<file path="config.mk">
export PLATFORM = sky130hd
export DESIGN_NAME = mem_responder
export DESIGN_NICKNAME = d
export VERILOG_FILES = /design/src/rtl/mem_responder.sv
export SDC_FILE = /design/constraint.sdc
export NUM_CORES = 2
export LEC_CHECK = 0
export ABC_AREA = 1
export CORE_ASPECT_RATIO = 1.4
export CORE_UTILIZATION = 32
export CTS_CLUSTER_SIZE = 40
export DETAILED_ROUTE_END_ITERATION = 8
export PLACE_DENSITY_LB_ADDON = 0.05
export SYNTH_ARGS = -nofsm -noshare
export SYNTH_HDL_FRONTEND = slang
export SYNTH_SLANG_ARGS = --single-unit
</file>
<file path="constraint.sdc">
create_clock -name clk_i -period 2.6 [get_ports clk_i]
set_clock_uncertainty 0.2 [all_clocks]
set_input_delay 0.52 -clock clk_i [delete_from_list [all_inputs] [get_ports clk_i]]
set_output_delay 0.52 -clock clk_i [all_outputs]
set_load 0.05 [all_outputs]
</file>
<file path="src/rtl/mem_responder.sv">
// Memory-side responder for a valid/ready bus: a word-addressed store with a
// request FSM, programmable wait states, abort on dropped valid, and saturating counters.
`timescale 1ns/1ps
module mem_responder #(
  parameter int DEPTH       = 64,
  parameter int WIDTH       = 16,
  parameter int ADDR_WIDTH  = $clog2(DEPTH),
  parameter int WAIT_STATES = 2
) (
  input  logic                  clk_i,
  input  logic                  rst_i,
  input  logic                  valid,
  input  logic                  wr_rd,
  input  logic [ADDR_WIDTH-1:0] addr,
  input  logic [WIDTH-1:0]      wdata,
  output logic                  ready,
  output logic [WIDTH-1:0]      rdata,
  output logic                  err,
  output logic [15:0]           wr_count,
  output logic [15:0]           rd_count
);

  typedef enum logic [1:0] {
    ST_IDLE = 2'd0,
    ST_WAIT = 2'd1,
    ST_ACK  = 2'd2
  } state_t;

  localparam logic [3:0]          WAIT_INIT = 4'(WAIT_STATES);
  localparam logic [ADDR_WIDTH:0] DEPTH_L   = (ADDR_WIDTH + 1)'(DEPTH);

  state_t                r_state;
  state_t                w_next_state;
  logic [3:0]            r_wait_cnt;
  logic [3:0]            w_wait_cnt_next;
  logic                  w_enter_ack;
  logic                  w_load_req;

  logic                  r_req_wr;
  logic [ADDR_WIDTH-1:0] r_req_addr;
  logic [WIDTH-1:0]      r_req_wdata;

  logic                  w_cur_wr;
  logic [ADDR_WIDTH-1:0] w_cur_addr;
  logic [WIDTH-1:0]      w_cur_wdata;
  logic                  w_in_range;

  logic [WIDTH-1:0]      r_mem [DEPTH];
  logic                  r_ready;
  logic [WIDTH-1:0]      r_rdata;
  logic                  r_err;
  logic [15:0]           r_wr_count;
  logic [15:0]           r_rd_count;

  // Next-state, wait-counter and ACK-entry decode.
  always_comb begin
    w_next_state    = r_state;
    w_wait_cnt_next = r_wait_cnt;
    w_enter_ack     = 1'b0;
    w_load_req      = 1'b0;
    case (r_state)
      ST_IDLE: begin
        if (valid) begin
          w_load_req = 1'b1;
          if (WAIT_STATES == 0) begin
            w_next_state = ST_ACK;
            w_enter_ack  = 1'b1;
          end else begin
            w_next_state    = ST_WAIT;
            w_wait_cnt_next = WAIT_INIT;
          end
        end else begin
          w_next_state = ST_IDLE;
        end
      end
      ST_WAIT: begin
        if (!valid) begin
          w_next_state    = ST_IDLE;
          w_wait_cnt_next = 4'd0;
        end else if (r_wait_cnt == 4'd1) begin
          w_next_state    = ST_ACK;
          w_enter_ack     = 1'b1;
          w_wait_cnt_next = 4'd0;
        end else begin
          w_wait_cnt_next = r_wait_cnt - 4'd1;
        end
      end
      ST_ACK: begin
        w_next_state = ST_IDLE;
      end
      default: begin
        w_next_state    = ST_IDLE;
        w_wait_cnt_next = 4'd0;
      end
    endcase
  end

  // With zero wait states ACK is entered on the capture edge, so the live inputs are used.
  always_comb begin
    if (r_state == ST_IDLE) begin
      w_cur_wr    = wr_rd;
      w_cur_addr  = addr;
      w_cur_wdata = wdata;
    end else begin
      w_cur_wr    = r_req_wr;
      w_cur_addr  = r_req_addr;
      w_cur_wdata = r_req_wdata;
    end
    w_in_range = ({1'b0, w_cur_addr} < DEPTH_L);
  end

  // FSM state and wait counter.
  always_ff @(posedge clk_i or negedge rst_i) begin
    if (!rst_i) begin
      r_state    <= ST_IDLE;
      r_wait_cnt <= 4'd0;
    end else begin
      r_state    <= w_next_state;
      r_wait_cnt <= w_wait_cnt_next;
    end
  end

  // Request capture in IDLE.
  always_ff @(posedge clk_i or negedge rst_i) begin
    if (!rst_i) begin
      r_req_wr    <= 1'b0;
      r_req_addr  <= '0;
      r_req_wdata <= '0;
    end else if (w_load_req) begin
      r_req_wr    <= wr_rd;
      r_req_addr  <= addr;
      r_req_wdata <= wdata;
    end
  end

  // Storage: cleared on reset, written only by an in-range write entering ACK.
  always_ff @(posedge clk_i or negedge rst_i) begin
    if (!rst_i) begin
      for (int i = 0; i < DEPTH; i++) begin
        r_mem[i] <= '0;
      end
    end else if (w_enter_ack && w_cur_wr && w_in_range) begin
      r_mem[w_cur_addr] <= w_cur_wdata;
    end
  end

  // Registered acknowledge, read data, error flag and saturating counters.
  always_ff @(posedge clk_i or negedge rst_i) begin
    if (!rst_i) begin
      r_ready    <= 1'b0;
      r_rdata    <= '0;
      r_err      <= 1'b0;
      r_wr_count <= 16'd0;
      r_rd_count <= 16'd0;
    end else if (w_enter_ack) begin
      r_ready <= 1'b1;
      r_err   <= !w_in_range;
      if (!w_cur_wr) begin
        r_rdata <= w_in_range ? r_mem[w_cur_addr] : '0;
      end
      if (w_in_range && w_cur_wr && (r_wr_count != 16'hFFFF)) begin
        r_wr_count <= r_wr_count + 16'd1;
      end
      if (w_in_range && !w_cur_wr && (r_rd_count != 16'hFFFF)) begin
        r_rd_count <= r_rd_count + 16'd1;
      end
    end else begin
      r_ready <= 1'b0;
      r_err   <= 1'b0;
    end
  end

  assign ready    = r_ready;
  assign rdata    = r_rdata;
  assign err      = r_err;
  assign wr_count = r_wr_count;
  assign rd_count = r_rd_count;

endmodule

</file>
==> results.md <==
- Hold Violations, Final: 0
- DP Cell Count: 9,166
- Iteration-0 DRC Markers: between 3,000 and 4,000
- Max cap viols: 0
- Die span in y: between 400 and 500 µm
- Total track usage: 23.52%
- Critical path class: reg -> reg
- Die X: approximately 350 µm
- Met3 Use GR: between 2 and 2.5%
- Netlist Area Pre-Place: 53,080 µm²
- LEAKAGE: roughly 33 nW
- Synth-to-layout area growth: 31.43%
- Max_slew headroom: 54.15%
- GRT busiest layer: met2
- Final period utilization: 112.1%
- Ys async rst share: between 90% and 100%
- Post-synth EDFFs: 0
- Layout cells sized above 1: 17.62%
- CTS tree: done
- Util after Layout: 42.41%
- Power Dens Cells: 1404 nW/µm²
- CTS Buf Count: 131
- Worst path arrival time: around 3.4 ns
- Max Fclk: between 300 and 400 MHz
- DP HPWL: 125,700 µm
- CTS H-tree depth: 4
- Hold Path Class: in -> async
- Later-pin clock latency in the skew report: slightly below 0.8 ns
- Initial antenna violation count: 7
- CTS max path bufs: 3
- Worst slew pin tran: between 0.6 and 0.7 ns
- Worst-path maximum fanout: 11
- Commonest non-fill, non-tap cell in the layout: nand2_1
- CP startpoint kind: register
- Tot Pwr: 97.94 mW
- Final setup violation count: between 1,000 and 1,500
- Final ANT Viol Nets: 0
- Core area: roughly 160,000 µm²
- Count of input and output buffers: 74
- Worst Slack Setup Final: -0.3138 ns
- Clock sink total: 1,102
- Drc violations: 0
- Post-synthesis cell count: 6,923
- Register area share after synthesis: 51.95%
- Most frequent cells in the layout: 2,200 x nand2_1, 1,098 x dfrtp_1, 947 x inv_1
- M2 GR Usage: about two fifths
- Clk Tree Root Cell: clkbuf_16
- Final WL: between 200,000 and 250,000 µm
- Final #Nets: 7,363
- Data required time of the critical path: 3.08 ns
- Failing checks: setup timing
- Site row count: around 180
- First-pass GRT wire length: roughly 300,000 µm
- Tmin final: 2.914 ns
- Main synth FF type: dfrtp_1
- Vias: between 40,000 and 50,000
- GRT met1 Usage: between 30% and 40%
- Vias in the first global route: approximately 44,000
- Initial core utilization: between 30% and 40%
- Cell Count, Final, Fillers Out: approximately 9,600
- Netlist cell types: 36
- Gpl congestion: ~0.84
- Wire per inst: between 20 and 25 µm
- Mapped Nets: between 6,000 and 7,000
- Largest net degree at the start of global routing: 107
- Crit end category: register
- Status: finished, violations left
- Clock transition at the registers of the reported paths: approximately 0.060 ns
- Vias per cell: slightly below 5
- Ports: 76
- Slew Limit Fails: 0
- Max VDD drop: 0.7513 mV
- RSZ-0062 raised after global routing: yes
- Yosys warnings: 0
- Die area: roughly 170,000 µm²
- Overflow after GRT: 0
- DRT Pass-1 Iters: 6
- Syn Area/Cell: ~7.7 µm²
- Number of synthesized register bits: 1,102
## report_power, final
part	switching [mW]	internal (mW)
logic	32.5	20.3
registers	3.24	22.6
clock network	7.91	11.3
total	43.7	54.3
## flip-flops by register name (all words and copies together) (netlist names)
register     flops
rdata           16
r_req_addr       6
r_state          2
r_mem         1024
ready            1
r_wait_cnt       4
wr_count        16
r_req_wdata     16
rd_count        16
r_req_wr         1
## synthesized netlist by cell type (11+ instances only)
library cell,number,share of area [%]
nand3_1,434,4.1
buf_2,228,2.1
o21ai_0,905,8.5
xor2_1,23,0.38
nand2_1,2338,17
clkbuf_1,236,1.7
dfrtp_1,1102,52
o211ai_1,97,1.4
buf_6,11,0.23
nor2_1,148,1.0
or2_2,52,0.61
nand4_1,32,0.38
inv_2,11,0.078
o21ai_1,245,2.3
inv_1,950,6.7
nand2_4,25,0.53
nand2_2,22,0.26
## critical path, stage by stage, from the launching register on
cell and delay, ns:
dfrtp_2 0.45, nor2_4 0.22, buf_12 0.17, nand2_8 0.09, nand2_8 0.19, buf_12 0.19, buf_4 0.13, nand2_1 0.04
nand3_1 0.07, nand2_1 0.13, o21ai_1 0.32, nand2_1 0.13, nor2_2 0.17, buf_4 0.13, nand3_1 0.06, nand2_1 0.06
inv_1 0.03
## path summary, 6_finish.rpt
check / slack [ns] / from / end / cells past startpoint
max: -0.31 / r_state[0] / rdata[14] / 16
min: 0.07 / rst_i / r_req_wdata[6] / 2
max reg2reg: -0.31 / r_state[0] / rdata[14] / 16
min reg2reg: 0.28 / r_mem[892] / r_mem[892] / 2
max in group asynchronous: 1.14 / rst_i / r_mem[923] / 3
min in group clk_i: 0.12 / wr_rd / r_req_wr / 3
## cell families after synthesis
logic type / after synthesis / synth area share [%]
and+or+nand+nor: 3082 / 24.09
buffers and inverters: 1445 / 10.96
AOI/OAI and AO/OA: 1259 / 12.40
DFF: 1102 / 51.95
xor gates and xnor gates: 30 / 0.4950
adders and majority gates: 4 / 0.09429
other: 1 / 0.007065
## routing by layer
metal  up-vias  part of all wire [%]
met4         0                   2.8
met5         -                     0
met1     22550                    44
li1      22360                     -
met3       249                   3.2
met2       877                    50
## area by class of cell
type | count | area, µm²
Clock buffer | 192 | 3945
Sequential cell | 1102 | 27580
Antenna cell | 4 | 10.01
Tap cell | 2136 | 2673
Multi-Input combinational cell | 4389 | 21410
Inverter | 961 | 3633
Clock inverter | 43 | 495.5
Fill cell | 16640 | 94730
Timing Repair inverter | 1 | 5.005
Timing Repair Buffer | 747 | 10010
## per-stage QoR
step | instance area [µm²] | worst slack [ns] | hold slack, ns | setup TNS, ns
2_1_floorplan | 53080 | 0.09885 | 0.02441 | 0
3_3_place_gp | 60640 | -1.155 | 0.2588 | -634.27
3_5_place_dp | 60640 | -1.077 | 0.2658 | -628.24
4_1_cts | 67120 | -0.3110 | 0.02468 | -166.61
5_1_grt | 69760 | -0.3831 | 0.05647 | -220.45
6_report | 69770 | -0.3138 | 0.07111 | -114.05
## timing repair
item	4_1_cts	5_1_grt
hold endpoints to repair	329	0
pin swaps	56	85
gates resized for setup	298	357
buffers inserted	42	58
cloned	27	51
setup endpoints to repair	1101	1088
hold buffers	1	0
Power figures use the tool's default switching activity.
